**config.mk**
```make
export PLATFORM = sky130hd
export DESIGN_NAME = hwag_sync
export DESIGN_NICKNAME = d
export VERILOG_FILES = /design/src/rtl/hwag_pkg.sv /design/src/rtl/hwag_edge_det.sv /design/src/rtl/hwag_sync.sv
export SDC_FILE = /design/constraint.sdc
export NUM_CORES = 1
export LEC_CHECK = 0
export CORE_ASPECT_RATIO = 1.25
export CORE_MARGIN = 4
export CORE_UTILIZATION = 45
export CTS_BUF_LIST = sky130_fd_sc_hd__clkbuf_4 sky130_fd_sc_hd__clkbuf_8
export DETAILED_ROUTE_END_ITERATION = 12
export PLACE_DENSITY = 0.74
export SYNTH_ARGS = -nofsm -noshare
export SYNTH_HDL_FRONTEND = slang
export SYNTH_SLANG_ARGS = --single-unit
```
**constraint.sdc**
```tcl
create_clock -name clk -period 9.8 [get_ports clk]
set_clock_uncertainty 0.2 [all_clocks]
set_input_delay 2.45 -clock clk [delete_from_list [all_inputs] [get_ports clk]]
set_output_delay 2.45 -clock clk [all_outputs]
set_load 0.01 [all_outputs]
```
**src/rtl/hwag_pkg.sv**
```systemverilog
// Shared types and geometry helper for the crank-wheel synchroniser.
package hwag_pkg;

  typedef enum logic [1:0] {
    IDLE,
    MEASURE,
    SEARCH,
    SYNC
  } hwag_state_t;

  // Index of the last physical tooth before the gap.
  function automatic int hwag_top(input int teeth_total, input int teeth_missing);
    return teeth_total - teeth_missing - 1;
  endfunction

endpackage

```
**src/rtl/hwag_edge_det.sv**
```systemverilog
// Two-flop synchroniser plus polarity-selected single-cycle edge pulse.
module hwag_edge_det (
  input  logic clk,
  input  logic rst,
  input  logic cap,
  input  logic edge_sel,
  output logic pulse
);

  logic s1, s2, s3;

  // Pulse is registered so the cap-to-pulse latency is a fixed 3 cycles.
  always_ff @(posedge clk) begin
    if (rst) begin
      s1    <= 1'b0;
      s2    <= 1'b0;
      s3    <= 1'b0;
      pulse <= 1'b0;
    end else begin
      s1    <= cap;
      s2    <= s1;
      s3    <= s2;
      pulse <= edge_sel ? (s3 & ~s2) : (s2 & ~s3);
    end
  end

endmodule

```
**src/rtl/hwag_sync.sv**
```systemverilog
// Missing-tooth crank wheel synchroniser: tooth period measurement, gap
// detection and tooth position tracking with per-revolution gap checks.
//
// state   | meaning
// IDLE    | counter held at 0, waiting for the first edge
// MEASURE | filling the two-deep period history
// SEARCH  | history valid, looking for the gap
// SYNC    | locked, tooth_cnt tracks wheel position
module hwag_sync
  import hwag_pkg::*;
#(
  parameter int PCNT_WIDTH    = 24,
  parameter int TCNT_WIDTH    = 8,
  parameter int TEETH_TOTAL   = 60,
  parameter int TEETH_MISSING = 2,
  parameter int GAP_SHIFT     = 1
) (
  input  logic                  clk,
  input  logic                  rst,
  input  logic                  ena,
  input  logic                  cap,
  input  logic                  cap_edge_sel,
  output logic [TCNT_WIDTH-1:0] tooth_cnt,
  output logic [PCNT_WIDTH-1:0] tooth_period,
  output logic                  tooth_stb,
  output logic                  rev_stb,
  output logic                  sync,
  output logic                  err_gap_early,
  output logic                  err_gap_missing,
  output logic                  err_stall
);

  localparam int TOP = hwag_top(TEETH_TOTAL, TEETH_MISSING);
  localparam int CW  = PCNT_WIDTH + GAP_SHIFT;
  localparam logic [TCNT_WIDTH-1:0] TOP_C = TCNT_WIDTH'(TOP);
  localparam logic [TCNT_WIDTH-1:0] ONE_C = TCNT_WIDTH'(1);

  hwag_state_t state, state_nxt;

  logic                  e;
  logic [PCNT_WIDTH-1:0] cnt, h0, h1;
  logic [1:0]            vld;
  logic                  stall, gap, clr;
  logic [CW-1:0]         h0_x, p_sh, h1_sh;
  logic [TCNT_WIDTH-1:0] tooth_next, tc_nxt;
  logic                  stb_nxt, rev_nxt, early_nxt, missing_nxt, stall_nxt;

  hwag_edge_det u_edge (
    .clk      (clk),
    .rst      (rst),
    .cap      (cap),
    .edge_sel (cap_edge_sel),
    .pulse    (e)
  );

  assign clr   = rst | ~ena;
  assign stall = (state != IDLE) && (cnt == '1);

  // Widened so the shifted operands never lose their top bits.
  assign h0_x  = CW'(h0);
  assign p_sh  = CW'(cnt) << GAP_SHIFT;
  assign h1_sh = CW'(h1) << GAP_SHIFT;
  assign gap   = (h0_x > p_sh) && (h0_x > h1_sh);

  assign tooth_next   = (tooth_cnt == TOP_C) ? '0 : tooth_cnt + ONE_C;
  assign tooth_period = h0;

  always_ff @(posedge clk) begin
    if (clr) state <= IDLE;
    else     state <= state_nxt;
  end

  always_comb begin
    state_nxt = state;
    if (stall) begin
      state_nxt = IDLE;
    end else if (e) begin
      case (state)
        IDLE:    state_nxt = MEASURE;
        MEASURE: if (vld == 2'd1) state_nxt = SEARCH;
        SEARCH:  if (gap) state_nxt = SYNC;
        SYNC:    if (early_nxt || missing_nxt) state_nxt = SEARCH;
        default: state_nxt = IDLE;
      endcase
    end
  end

  always_comb begin
    tc_nxt      = tooth_cnt;
    stb_nxt     = 1'b0;
    rev_nxt     = 1'b0;
    early_nxt   = 1'b0;
    missing_nxt = 1'b0;
    stall_nxt   = stall;
    if (stall) begin
      tc_nxt = '0;
    end else if (e) begin
      stb_nxt = (state != IDLE);
      case (state)
        SEARCH: tc_nxt = gap ? ONE_C : '0;
        SYNC: begin
          if (gap && tooth_next != ONE_C) begin
            early_nxt = 1'b1;
            tc_nxt    = '0;
          end else if (!gap && tooth_next == ONE_C) begin
            missing_nxt = 1'b1;
            tc_nxt      = '0;
          end else begin
            tc_nxt  = tooth_next;
            rev_nxt = (tooth_next == '0);
          end
        end
        default: tc_nxt = '0;
      endcase
    end
  end

  always_ff @(posedge clk) begin
    if (clr) begin
      cnt             <= '0;
      h0              <= '0;
      h1              <= '0;
      vld             <= '0;
      tooth_cnt       <= '0;
      tooth_stb       <= 1'b0;
      rev_stb         <= 1'b0;
      sync            <= 1'b0;
      err_gap_early   <= 1'b0;
      err_gap_missing <= 1'b0;
      err_stall       <= 1'b0;
    end else begin
      tooth_cnt       <= tc_nxt;
      tooth_stb       <= stb_nxt;
      rev_stb         <= rev_nxt;
      sync            <= (state_nxt == SYNC);
      err_gap_early   <= early_nxt;
      err_gap_missing <= missing_nxt;
      err_stall       <= stall_nxt;
      if (stall) begin
        cnt <= '0;
        h0  <= '0;
        h1  <= '0;
        vld <= '0;
      end else if (e) begin
        cnt <= PCNT_WIDTH'(1);
        if (state != IDLE) begin
          h0 <= cnt;
          h1 <= h0;
        end
        if (state == MEASURE) vld <= vld + 2'd1;
      end else if (state == IDLE) begin
        cnt <= '0;
      end else if (cnt != '1) begin
        cnt <= cnt + PCNT_WIDTH'(1);
      end
    end
  end

endmodule
```
==> tab_implementation.tex <==
\begin{tabular}{lr}
\hline
Metric & Value \\
\hline
\multicolumn{2}{l}{\textbf{CTS}} \\
Number of clock buffers inserted by TritonCTS & 9 \\
Post-CTS setup buffer count & 0 \\
Clock root cell & clkbuf\_8 \\
Worst-skew pair later-pin latency & 0.37 ns \\
Post-cts repair resize count & 0 \\
Hold\_buf cts & 0 \\
Number of sinks handled by clock tree synthesis & 94 \\
CTS HTree Levels & 3 \\
Clock tree from TritonCTS & built \\
Clock tree buffer depth & 2 \\
Clock input transition at the sequential cells of the worst setup and hold paths & 0.09 ns \\
\multicolumn{2}{l}{\textbf{Setup path}} \\
Launching element type of the critical path & flop \\
Master of the slowest instance on the critical path & o21ai\_0 \\
CP max FO & 6 \\
Capture point of the worst reg-to-reg path & tooth\_cnt[4]\$\_SDFFE\_PP0P\_ \\
Worst r2r path cells & 13 \\
Maximum single-stage delay on the critical path & 0.70 ns \\
Nature of the critical path endpoint & flop \\
Worst setup path startpoint & tooth\_period[22]\$\_SDFFE\_PP0P\_ \\
Reg-to-reg startpoint & tooth\_period[22]\$\_SDFFE\_PP0P\_ \\
Critical Setup Path Class & reg2reg \\
Critical path buffers and inverters & 0 \\
Required time at the worst-slack endpoint & 9.92 ns \\
Category of cells accounting for the largest share of critical-path delay & compound AO/OA/AOI/OAI gates \\
Series of cell instances along the critical path & ha\_1, a21o\_1, a21oi\_1, nor2\_1, or4\_1, o21ai\_0, nor2\_1, ha\_1, nand4b\_1, a311oi\_1, o211ai\_1, or3b\_2, nand2\_1 \\
Arr. time, crit path & 4.52 ns \\
FF-to-FF setup slack & 5.40 ns \\
\multicolumn{2}{l}{\textbf{Layout}} \\
Area used by sequential logic in the layout & 1882 µm² \\
Multi-input combinational cell area & 2838 µm² \\
Fill cells & 994 \\
Fraction of layout instances using a drive strength above 1 & 4.060\% \\
Number of non-filler instances in the completed layout & 797 \\
Area growth, synth to finish & 14.46\% \\
Final-stage net count & 720 \\
Antenna fix cells & 0 \\
\multicolumn{2}{l}{\textbf{Synthesis}} \\
Number of instances in the synthesized netlist & 630 \\
Synth Cell Area & 5009 µm² \\
Post-synth EDFFs & 0 \\
Yosys warning total & 0 \\
Syn Nets & 688 \\
Number of synthesized register bits & 94 \\
Ys flop type & dfxtp\_1 \\
Count of different cell masters after synthesis & 53 \\
Sequential fraction of the synthesis area & 37.57\% \\
Syn\_area\_per\_cell & 7.950 µm² \\
Share of flip-flops with an asynchronous set or reset after synthesis & 0\% \\
\multicolumn{2}{l}{\textbf{STA}} \\
Final cycle utilization of the critical path & 44.92\% \\
Final hold violation count & 0 \\
Count of pins over their slew limit & 0 \\
Max Clock Freq & 227.2 MHz \\
Tightest Pin Transition & 0.8347 ns \\
Setup violators final & 0 \\
Min cycle time layout & 4.402 ns \\
Final setup TNS & 0 ns \\
Setup repair after global routing missed its margin & no \\
Normalized max-slew margin & 43.76\% \\
\multicolumn{2}{l}{\textbf{Floorplan}} \\
Height of the die & 126.0 µm \\
Area enclosed by the die boundary & 12,890 µm² \\
IO Count & 43 \\
Width of the die & 102.4 µm \\
Core region area & 10,720 µm² \\
Initial Utilization & 46.72\% \\
Count of standard-cell rows & 42 \\
\multicolumn{2}{l}{\textbf{Global route}} \\
Grt ovf & 0 \\
Wire length of the first global-routing pass & 20,060 µm \\
Antenna violations before repair & 0 \\
Maximum number of pins on one net before global-route repair & 50 \\
Total routing resource utilization after global routing & 19.01\% \\
Via count of the first global-routing pass & 4,343 \\
\multicolumn{2}{l}{\textbf{Routing}} \\
\# DRC & 0 \\
Routed length per instance & 14.42 µm \\
Drt pass-1 iters & 6 \\
DRC marker count from the first detailed-route iteration & 208 \\
Number of routed nets with antenna violations & 0 \\
Total via count in the routed design & 4,414 \\
Total routed wirelength & 11,490 µm \\
Vias per inst & 5.538 \\
\multicolumn{2}{l}{\textbf{Hold path}} \\
Min-Delay Startpoint & h1[16]\$\_SDFFE\_PP0P\_ \\
Worst Hold End & h1[16]\$\_SDFFE\_PP0P\_ \\
Worst hold path depth & 2 \\
Worst hold path type & reg2reg \\
\multicolumn{2}{l}{\textbf{Status}} \\
Status & finished clean \\
\multicolumn{2}{l}{\textbf{Placement}} \\
Cell count after placement & 783 \\
Weighted congestion reported at the end of routability-driven placement & 0.8662 \\
HPWL reported at the end of detailed placement & 8385 µm \\
Number of port buffers & 42 \\
\multicolumn{2}{l}{\textbf{Pwr}} \\
VDD IR-drop max & 0.07082 mV \\
Pwr per Cell Area & 117.3 nW/µm² \\
Standby leakage power & 1.953 nW \\
\multicolumn{2}{l}{\textbf{Run}} \\
Number of max-cap violations & 0 \\
\hline
\end{tabular}
[synthesized netlist by cell type (2+ instances only)]
cell type / instances / area share [%]
nor2_1: 53 / 4.0
buf_1: 2 / 0.15
or4_1: 4 / 0.60
nor2b_1: 7 / 0.87
dfxtp_1: 94 / 38
buf_4: 2 / 0.30
o211ai_1: 6 / 0.90
a22oi_1: 2 / 0.30
nand2b_1: 3 / 0.37
a211oi_1: 5 / 0.75
nand4b_1: 3 / 0.52
xnor2_1: 22 / 3.8
clkbuf_1: 12 / 0.90
buf_2: 8 / 0.80
ha_1: 53 / 13
a21o_1: 6 / 0.90
nor4b_1: 3 / 0.52
o31ai_1: 5 / 0.75
inv_1: 52 / 3.9
or3_1: 4 / 0.50
nand2_1: 115 / 8.6
o21ai_1: 8 / 0.80
a21oi_1: 71 / 7.1
and2b_1: 2 / 0.30
and3_1: 3 / 0.37
and2_1: 2 / 0.25
o21ai_0: 7 / 0.70
nand3_1: 16 / 1.6
or2_2: 3 / 0.37
nor4_1: 10 / 1.2
nand4_1: 17 / 2.1
or3b_2: 2 / 0.35
nor3_1: 8 / 0.80
[report_power, final]
| group | switching, mW | total [mW] | internal, mW |
|---|---|---|---|
| logic | 0.00698 | 0.0104 | 0.00345 |
| clock network | 0.131 | 0.279 | 0.147 |
| registers | 0.000898 | 0.383 | 0.382 |
[logic make-up after synthesis]
logic type | synth area share (%)
buffers and inverters | 6.045
DFF | 37.57
muxes | 0.4247
xor gates and xnor gates | 3.847
adders and majority gates | 13.24
AOI/OAI and AO/OA | 14.41
and+or+nand+nor | 24.46
[placed cells by master (no fill, tap or decap), drive strengths merged, types with 8 or more instances in the layout]
cell type        n
nor3             8
ha              53
a21oi           71
clkbuf          10
nand2          115
dfxtp           94
nand3           16
clkdlybuf4s50   42
inv             52
o21ai           15
nor2            53
nand4           18
xnor2           22
nor4            10
[cell type report]
| type | instances | share of cell area, % |
|---|---|---|
| Sequential cell | 94 | 32.82 |
| Clock buffer | 10 | 2.401 |
| Tap cell | 132 | 2.881 |
| Timing Repair Buffer | 45 | 7.726 |
| Inverter | 52 | 3.405 |
| Clock inverter | 4 | 1.266 |
| Multi-Input combinational cell | 460 | 49.50 |
[tightest hold or removal path: stages (launching register included)]
cell and delay, ns:
dfxtp_1 0.31, nand2_1 0.05, a21oi_1 0.05
[stage by stage]
step	util, %	power (mW)	hold WS, ns	area [µm²]	worst slack [ns]
floorplan	-	0.3988	0.2138	5009	5.962
global placement	51.52	0.4024	0.2277	5523	5.132
detailed placement	51.52	0.4026	0.2470	5523	5.102
CTS	53.48	0.6799	0.2588	5733	5.444
global route	53.48	0.6981	0.2787	5733	5.172
finish	53.48	0.6725	0.2568	5733	5.398
[flip-flops by register name, summed over array words and instances (netlist names)]
| name | flops |
|---|---|
| vld | 2 |
| h1 | 24 |
| err_gap_early | 1 |
| cnt | 24 |
| u_edge.pulse | 1 |
| sync | 1 |
| state | 2 |
| u_edge.s1 | 1 |
| err_gap_missing | 1 |
| tooth_period | 24 |
| rev_stb | 1 |
| tooth_cnt | 8 |
| tooth_stb | 1 |
| u_edge.s3 | 1 |
| u_edge.s2 | 1 |
| err_stall | 1 |
[worst max path at each step]
stage / end / cells after the start
after global routing: tooth_cnt[4]$_SDFFE_PP0P_ / 14
after floorplan: tooth_cnt[4]$_SDFFE_PP0P_ / 13
final: tooth_cnt[4]$_SDFFE_PP0P_ / 13
after detailed placement: cnt[20]$_SDFFE_PP0P_ / 5
after global placement: cnt[10]$_SDFFE_PP0P_ / 5
after CTS: tooth_cnt[4]$_SDFFE_PP0P_ / 13
[per-layer routing]
metal  GRT usage (%)  vias to the layer above  part of all wire, %  wire length [µm]
met3           3.927                       24                  3.5               405
li1                -                     2225                    -                 -
met1           23.75                     2069                   45              5135
met2           31.80                       96                   49              5669
met5               0                        -                    0                 0
met4           7.259                        0                  2.4               280
Power figures use the tool's default switching activity.
